### src/rtl/mc_ctrl_pkg.sv
// mc_ctrl_pkg: state, opcode and datapath-select encodings for the multicycle control unit
package mc_ctrl_pkg;
  localparam logic [3:0] S_FETCH     = 4'd0;
  localparam logic [3:0] S_DECODE    = 4'd1;
  localparam logic [3:0] S_MEM_ADDR  = 4'd2;
  localparam logic [3:0] S_MEM_READ  = 4'd3;
  localparam logic [3:0] S_MEM_WB    = 4'd4;
  localparam logic [3:0] S_MEM_WRITE = 4'd5;
  localparam logic [3:0] S_R_EXEC    = 4'd6;
  localparam logic [3:0] S_R_WB      = 4'd7;
  localparam logic [3:0] S_BRANCH    = 4'd8;
  localparam logic [3:0] S_JUMP      = 4'd9;
  localparam logic [3:0] S_ADDI_EXEC = 4'd10;
  localparam logic [3:0] S_ADDI_WB   = 4'd11;
  localparam logic [3:0] S_ILLEGAL   = 4'd12;
  localparam logic [5:0] OP_RTYPE = 6'b000000;
  localparam logic [5:0] OP_LW    = 6'b100011;
  localparam logic [5:0] OP_SW    = 6'b101011;
  localparam logic [5:0] OP_BEQ   = 6'b000100;
  localparam logic [5:0] OP_J     = 6'b000010;
  localparam logic [5:0] OP_ADDI  = 6'b001000;
  localparam logic [1:0] ALUOP_ADD   = 2'b00;
  localparam logic [1:0] ALUOP_SUB   = 2'b01;
  localparam logic [1:0] ALUOP_FUNCT = 2'b10;
  localparam logic [1:0] ALUB_REG   = 2'b00;
  localparam logic [1:0] ALUB_FOUR  = 2'b01;
  localparam logic [1:0] ALUB_IMM   = 2'b10;
  localparam logic [1:0] ALUB_IMMSH = 2'b11;
  localparam logic [1:0] PCSRC_ALU    = 2'b00;
  localparam logic [1:0] PCSRC_ALUOUT = 2'b01;
  localparam logic [1:0] PCSRC_JUMP   = 2'b10;
endpackage

### src/rtl/mc_ctrl_unit.sv
// mc_ctrl_unit: multicycle MIPS control FSM with memory wait states, illegal-opcode trap and retire counter
module mc_ctrl_unit
  import mc_ctrl_pkg::*;
#(
  parameter bit MEM_WAIT_EN = 1'b1,
  parameter bit ADDI_EN     = 1'b1,
  parameter int CNT_W       = 16
) (
  input  logic             clk,
  input  logic             reset,
  input  logic [5:0]       op_code,
  input  logic             mem_ready,
  output logic             pc_write,
  output logic             pc_write_cond,
  output logic             iord,
  output logic             mem_read,
  output logic             mem_write,
  output logic             ir_write,
  output logic             mem_to_reg,
  output logic             reg_dst,
  output logic             reg_write,
  output logic             alu_src_a,
  output logic [1:0]       alu_src_b,
  output logic [1:0]       alu_op,
  output logic [1:0]       pc_source,
  output logic             illegal_op,
  output logic             instr_done,
  output logic [CNT_W-1:0] retire_count,
  output logic [3:0]       state
);
  logic       ready;
  logic [3:0] next;
  assign ready = MEM_WAIT_EN ? mem_ready : 1'b1;
  always_ff @(posedge clk) begin
    state        <= reset ? S_FETCH : next;
    retire_count <= reset ? '0 : retire_count + CNT_W'(instr_done);
  end
  always_comb begin
    next = S_FETCH;
    case (state)
      S_FETCH:     next = ready ? S_DECODE : S_FETCH;
      S_DECODE:    next = (op_code == OP_LW || op_code == OP_SW) ? S_MEM_ADDR :
                          op_code == OP_RTYPE                    ? S_R_EXEC :
                          op_code == OP_BEQ                      ? S_BRANCH :
                          op_code == OP_J                        ? S_JUMP :
                          (ADDI_EN && op_code == OP_ADDI)        ? S_ADDI_EXEC : S_ILLEGAL;
      S_MEM_ADDR:  next = op_code == OP_LW ? S_MEM_READ : S_MEM_WRITE;
      S_MEM_READ:  next = ready ? S_MEM_WB : S_MEM_READ;
      S_MEM_WRITE: next = ready ? S_FETCH : S_MEM_WRITE;
      S_R_EXEC:    next = S_R_WB;
      S_ADDI_EXEC: next = S_ADDI_WB;
      default:     next = S_FETCH;
    endcase
  end
  always_comb begin
    pc_write      = 1'b0;
    pc_write_cond = 1'b0;
    iord          = 1'b0;
    mem_read      = 1'b0;
    mem_write     = 1'b0;
    ir_write      = 1'b0;
    mem_to_reg    = 1'b0;
    reg_dst       = 1'b0;
    reg_write     = 1'b0;
    alu_src_a     = 1'b0;
    alu_src_b     = ALUB_REG;
    alu_op        = ALUOP_ADD;
    pc_source     = PCSRC_ALU;
    illegal_op    = 1'b0;
    instr_done    = 1'b0;
    case (state)
      S_FETCH: begin
        mem_read  = 1'b1;
        alu_src_b = ALUB_FOUR;
        ir_write  = ready;
        pc_write  = ready;
      end
      S_DECODE:    alu_src_b = ALUB_IMMSH;
      S_MEM_ADDR, S_ADDI_EXEC: begin
        alu_src_a = 1'b1;
        alu_src_b = ALUB_IMM;
      end
      S_MEM_READ: begin
        mem_read = 1'b1;
        iord     = 1'b1;
      end
      S_MEM_WB: begin
        reg_write  = 1'b1;
        mem_to_reg = 1'b1;
        instr_done = 1'b1;
      end
      S_MEM_WRITE: begin
        mem_write  = 1'b1;
        iord       = 1'b1;
        instr_done = ready;
      end
      S_R_EXEC: begin
        alu_src_a = 1'b1;
        alu_op    = ALUOP_FUNCT;
      end
      S_R_WB: begin
        reg_write  = 1'b1;
        reg_dst    = 1'b1;
        instr_done = 1'b1;
      end
      S_BRANCH: begin
        alu_src_a     = 1'b1;
        alu_op        = ALUOP_SUB;
        pc_write_cond = 1'b1;
        pc_source     = PCSRC_ALUOUT;
        instr_done    = 1'b1;
      end
      S_JUMP: begin
        pc_write   = 1'b1;
        pc_source  = PCSRC_JUMP;
        instr_done = 1'b1;
      end
      S_ADDI_WB: begin
        reg_write  = 1'b1;
        instr_done = 1'b1;
      end
      S_ILLEGAL:   illegal_op = 1'b1;
      default: ;
    endcase
  end
endmodule

### config.mk
export PLATFORM = sky130hd
export DESIGN_NAME = mc_ctrl_unit
export DESIGN_NICKNAME = d
export VERILOG_FILES = /design/src/rtl/mc_ctrl_pkg.sv /design/src/rtl/mc_ctrl_unit.sv
export SDC_FILE = /design/constraint.sdc
export NUM_CORES = 1
export LEC_CHECK = 0
export ABC_CLOCK_PERIOD_IN_PS = 2000
export CORE_MARGIN = 4
export CORE_UTILIZATION = 41
export CTS_BUF_LIST = sky130_fd_sc_hd__clkbuf_2 sky130_fd_sc_hd__clkbuf_4 sky130_fd_sc_hd__clkbuf_8
export DETAILED_ROUTE_END_ITERATION = 8
export PLACE_DENSITY = 0.79
export SLEW_MARGIN = 20
export SYNTH_ARGS = -nofsm -noshare
export SYNTH_HDL_FRONTEND = slang
export SYNTH_SLANG_ARGS = --single-unit
### constraint.sdc
create_clock -name clk -period 2 [get_ports clk]
set_clock_uncertainty 0.05 [all_clocks]
set_input_delay 0.4 -clock clk [delete_from_list [all_inputs] [get_ports clk]]
set_output_delay 0.4 -clock clk [all_outputs]
set_load 0.03 [all_outputs]
==> flow_summary.ini <==
[run_status]
status = finished with violations
violations = negative setup slack

[pwr]
power.density_nw_per_um2 = 480
leakage_uw = 0.000876
ir_drop_uv = 472
internal-power_uw = 659
comb_power_share = 0.327
p_clk_frac = 0.249
power.share.sequential = 0.424
p_switching_uw = 331
sw_frac_of_total = 0.334

[setup_path]
crit_chain = nor2b_4 > a21boi_2 > nor2_2 > a211oi_4 > buf_4 > buf_6 > buf_6
cp.arrival_ns = 1.66
start_kind = flop
required_ns = 1.55
max_stage_delay_ns = 0.38
end_kind = output port
timing_worst_setup_path_type = flop to output port
slowest_stage = dfxtp_4
cp_max_fo = 6
crit_top_cell = buf_6

[global_routing]
track_usage = 0.199
grt_pass1_wl_mm = 6.47
grt_antenna_before_repair = 0
overflow = 0
grt_pass1_vias = 1421
grt_max_degree = 15

[clocking]
clock_path_buffers = 2
cts.sinks = 20
cts_buffers = 3
cts_max_level = 1
clk_pin_slew_worst_paths_ns = 0.12
cts_tree = yes
cts_root_buffer = clkbuf_4
cts_hold_buf = 0
clock_latency_ns = 0.31

[timing]
period_minus_slack_ns = 2.11
setup_slack_ns = -0.108
relSlewSlack = 0.736
tightest_slew_ns = 0.395
slew_violations = 0
rsz0062_at_grt = true
whs_ns = 0.477
setup_viol = 5
fmax_mhz = 474
hold_viol_final = 0
post-route-period-util = 1.05

[final_layout]
final_cell_mix = buf_4, nor2_1, clkdlybuf4s50_1, dfxtp_1, dlygate4sd2_1
finish.utilization = 0.735
num_antenna_cells = 0
drive_gt1_frac = 0.329
final_nets = 237
syn2layout_area_growth_pct = 67.9
final_common_cell = buf_4

[floorplanning]
rows = 19
die_w_um = 62.7
die_h_um = 62.7
initial_core_util = 0.438
io_pins = 47
die_area_um2 = 3930
core-area_um2 = 2810

[logic_synthesis]
ys_async_sr_fraction = 0
synth_ff_type = dfxtp_1
synthDistinctLibCells = 40
synth.net_count = 169
synthTopCellsByArea = dfxtp_1, nor2_1, xnor2_1, nor3_1, a21oi_1
synth_area_leader_cell = dfxtp_1
synth_edf_count = 0
seq_area_frac_synth = 0.326
syn-cell-area_um2 = 1230
syn_inst = 158
synth.ff_latch_count = 20
ys_warn_count = 0
yosysTopAreaCellShare = 0.326
synth.avg_cell_area_um2 = 7.77

[run]
cap_violations = 0

[min_path]
hp-class = flop to flop

[detailed_routing]
first_pass_iters = 4
drt_iter0_markers = 70
num_vias = 1445
viasPerCell = 5.64
drt-total-wl_mm = 4.14
wl_per_cell_um = 16.2
antenna_left = 0
drcViolationCount = 0

[placement]
dp_hpwl_mm = 2.93
gp_congestion = 0.862
io_buffers = 46
==> through the flow <==
step	setup slack, ns	cell area, um2	total power, uW	setup TNS [ns]	cells
after floorplan	-0.342	1320	600	-3.79	158
after global placement	-0.408	1900	728	-5.21	247
after detailed placement	-0.459	1900	737	-6.12	247
after CTS	0.00116	2010	975	0	255
after global routing	-0.193	2060	1030	-1.32	256
final	-0.108	2060	990	-0.344	256
==> final timing paths <==
path | startpoint | endpoint | slack [ns] | cells past startpoint
max | state[0] | instr_done | -0.11 | 7
min | retire_count[14] | retire_count[15] | 0.48 | 2
max reg2reg | state[0] | retire_count[10] | -0.09 | 11
min reg2reg | retire_count[14] | retire_count[15] | 0.48 | 2
==> worst max-delay path: cells and delay by family, from the launching register on <==
| kind | cells | cell delay, ns |
|---|---|---|
| buf+inv | 3 | 0.36 |
| flops | 1 | 0.38 |
| compound gates | 2 | 0.40 |
| simple gates | 2 | 0.20 |
==> state kept, by name, indices dropped and copies added (netlist names) <==
| register | cells |
|---|---|
| retire_count | 16 |
| state | 4 |
==> layer usage <==
layer	GRT usage	share of wire	vias to the layer above
li1	-	-	700
met1	0.230	0.41	691
met3	0.0468	0.045	6
met5	0	0	-
met2	0.368	0.54	48
met4	0.0468	0.0070	0
==> cells in the mapped netlist, types with 2 or more instances <==
| library cell | count |
|---|---|
| dfxtp_1 | 20 |
| nand4_1 | 4 |
| a21oi_1 | 9 |
| o2111ai_1 | 2 |
| xnor2_1 | 8 |
| o21bai_1 | 2 |
| clkbuf_1 | 2 |
| inv_1 | 3 |
| and3_1 | 7 |
| nand3_1 | 9 |
| nor2_1 | 26 |
| buf_2 | 5 |
| xor2_1 | 5 |
| nor3_1 | 10 |
| nand2b_1 | 5 |
| nor2b_1 | 5 |
| ha_1 | 2 |
| o21ai_0 | 4 |
| a31o_2 | 3 |
| nand2_1 | 7 |
==> layout make-up <==
cell class	instances	area, um2
Multi-Input combinational cell	126	920
Inverter	3	11.3
Clock buffer	4	36.3
Sequential cell	20	415
Timing Repair Buffer	72	639
Fill cell	206	744
Tap cell	31	38.8
==> kinds of logic after synthesis <==
kind of cell / Yosys count / synth area share
simple gates: 81 / 0.346
compound gates: 30 / 0.170
flops: 20 / 0.326
xor+xnor: 13 / 0.0928
buf+inv: 12 / 0.0448
fa+ha+maj: 2 / 0.0204
==> power groups by stage <==
stage               clock network, uW  logic, uW  registers (uW)
finish                            247        324             419
global route                      265        343             421
CTS                               243        315             418
detailed placement                  0        311             426
global placement                    0        302             426
floorplan                           0        160             441
==> what timing repair did <==
| item | 4_1_cts | 5_1_grt |
|---|---|---|
| pin swaps | 6 | 8 |
| resized for setup | 37 | 23 |
| buffers inserted | 4 | 1 |
| setup endpoints to repair | 30 | 19 |
Power figures use the tool's default switching activity.
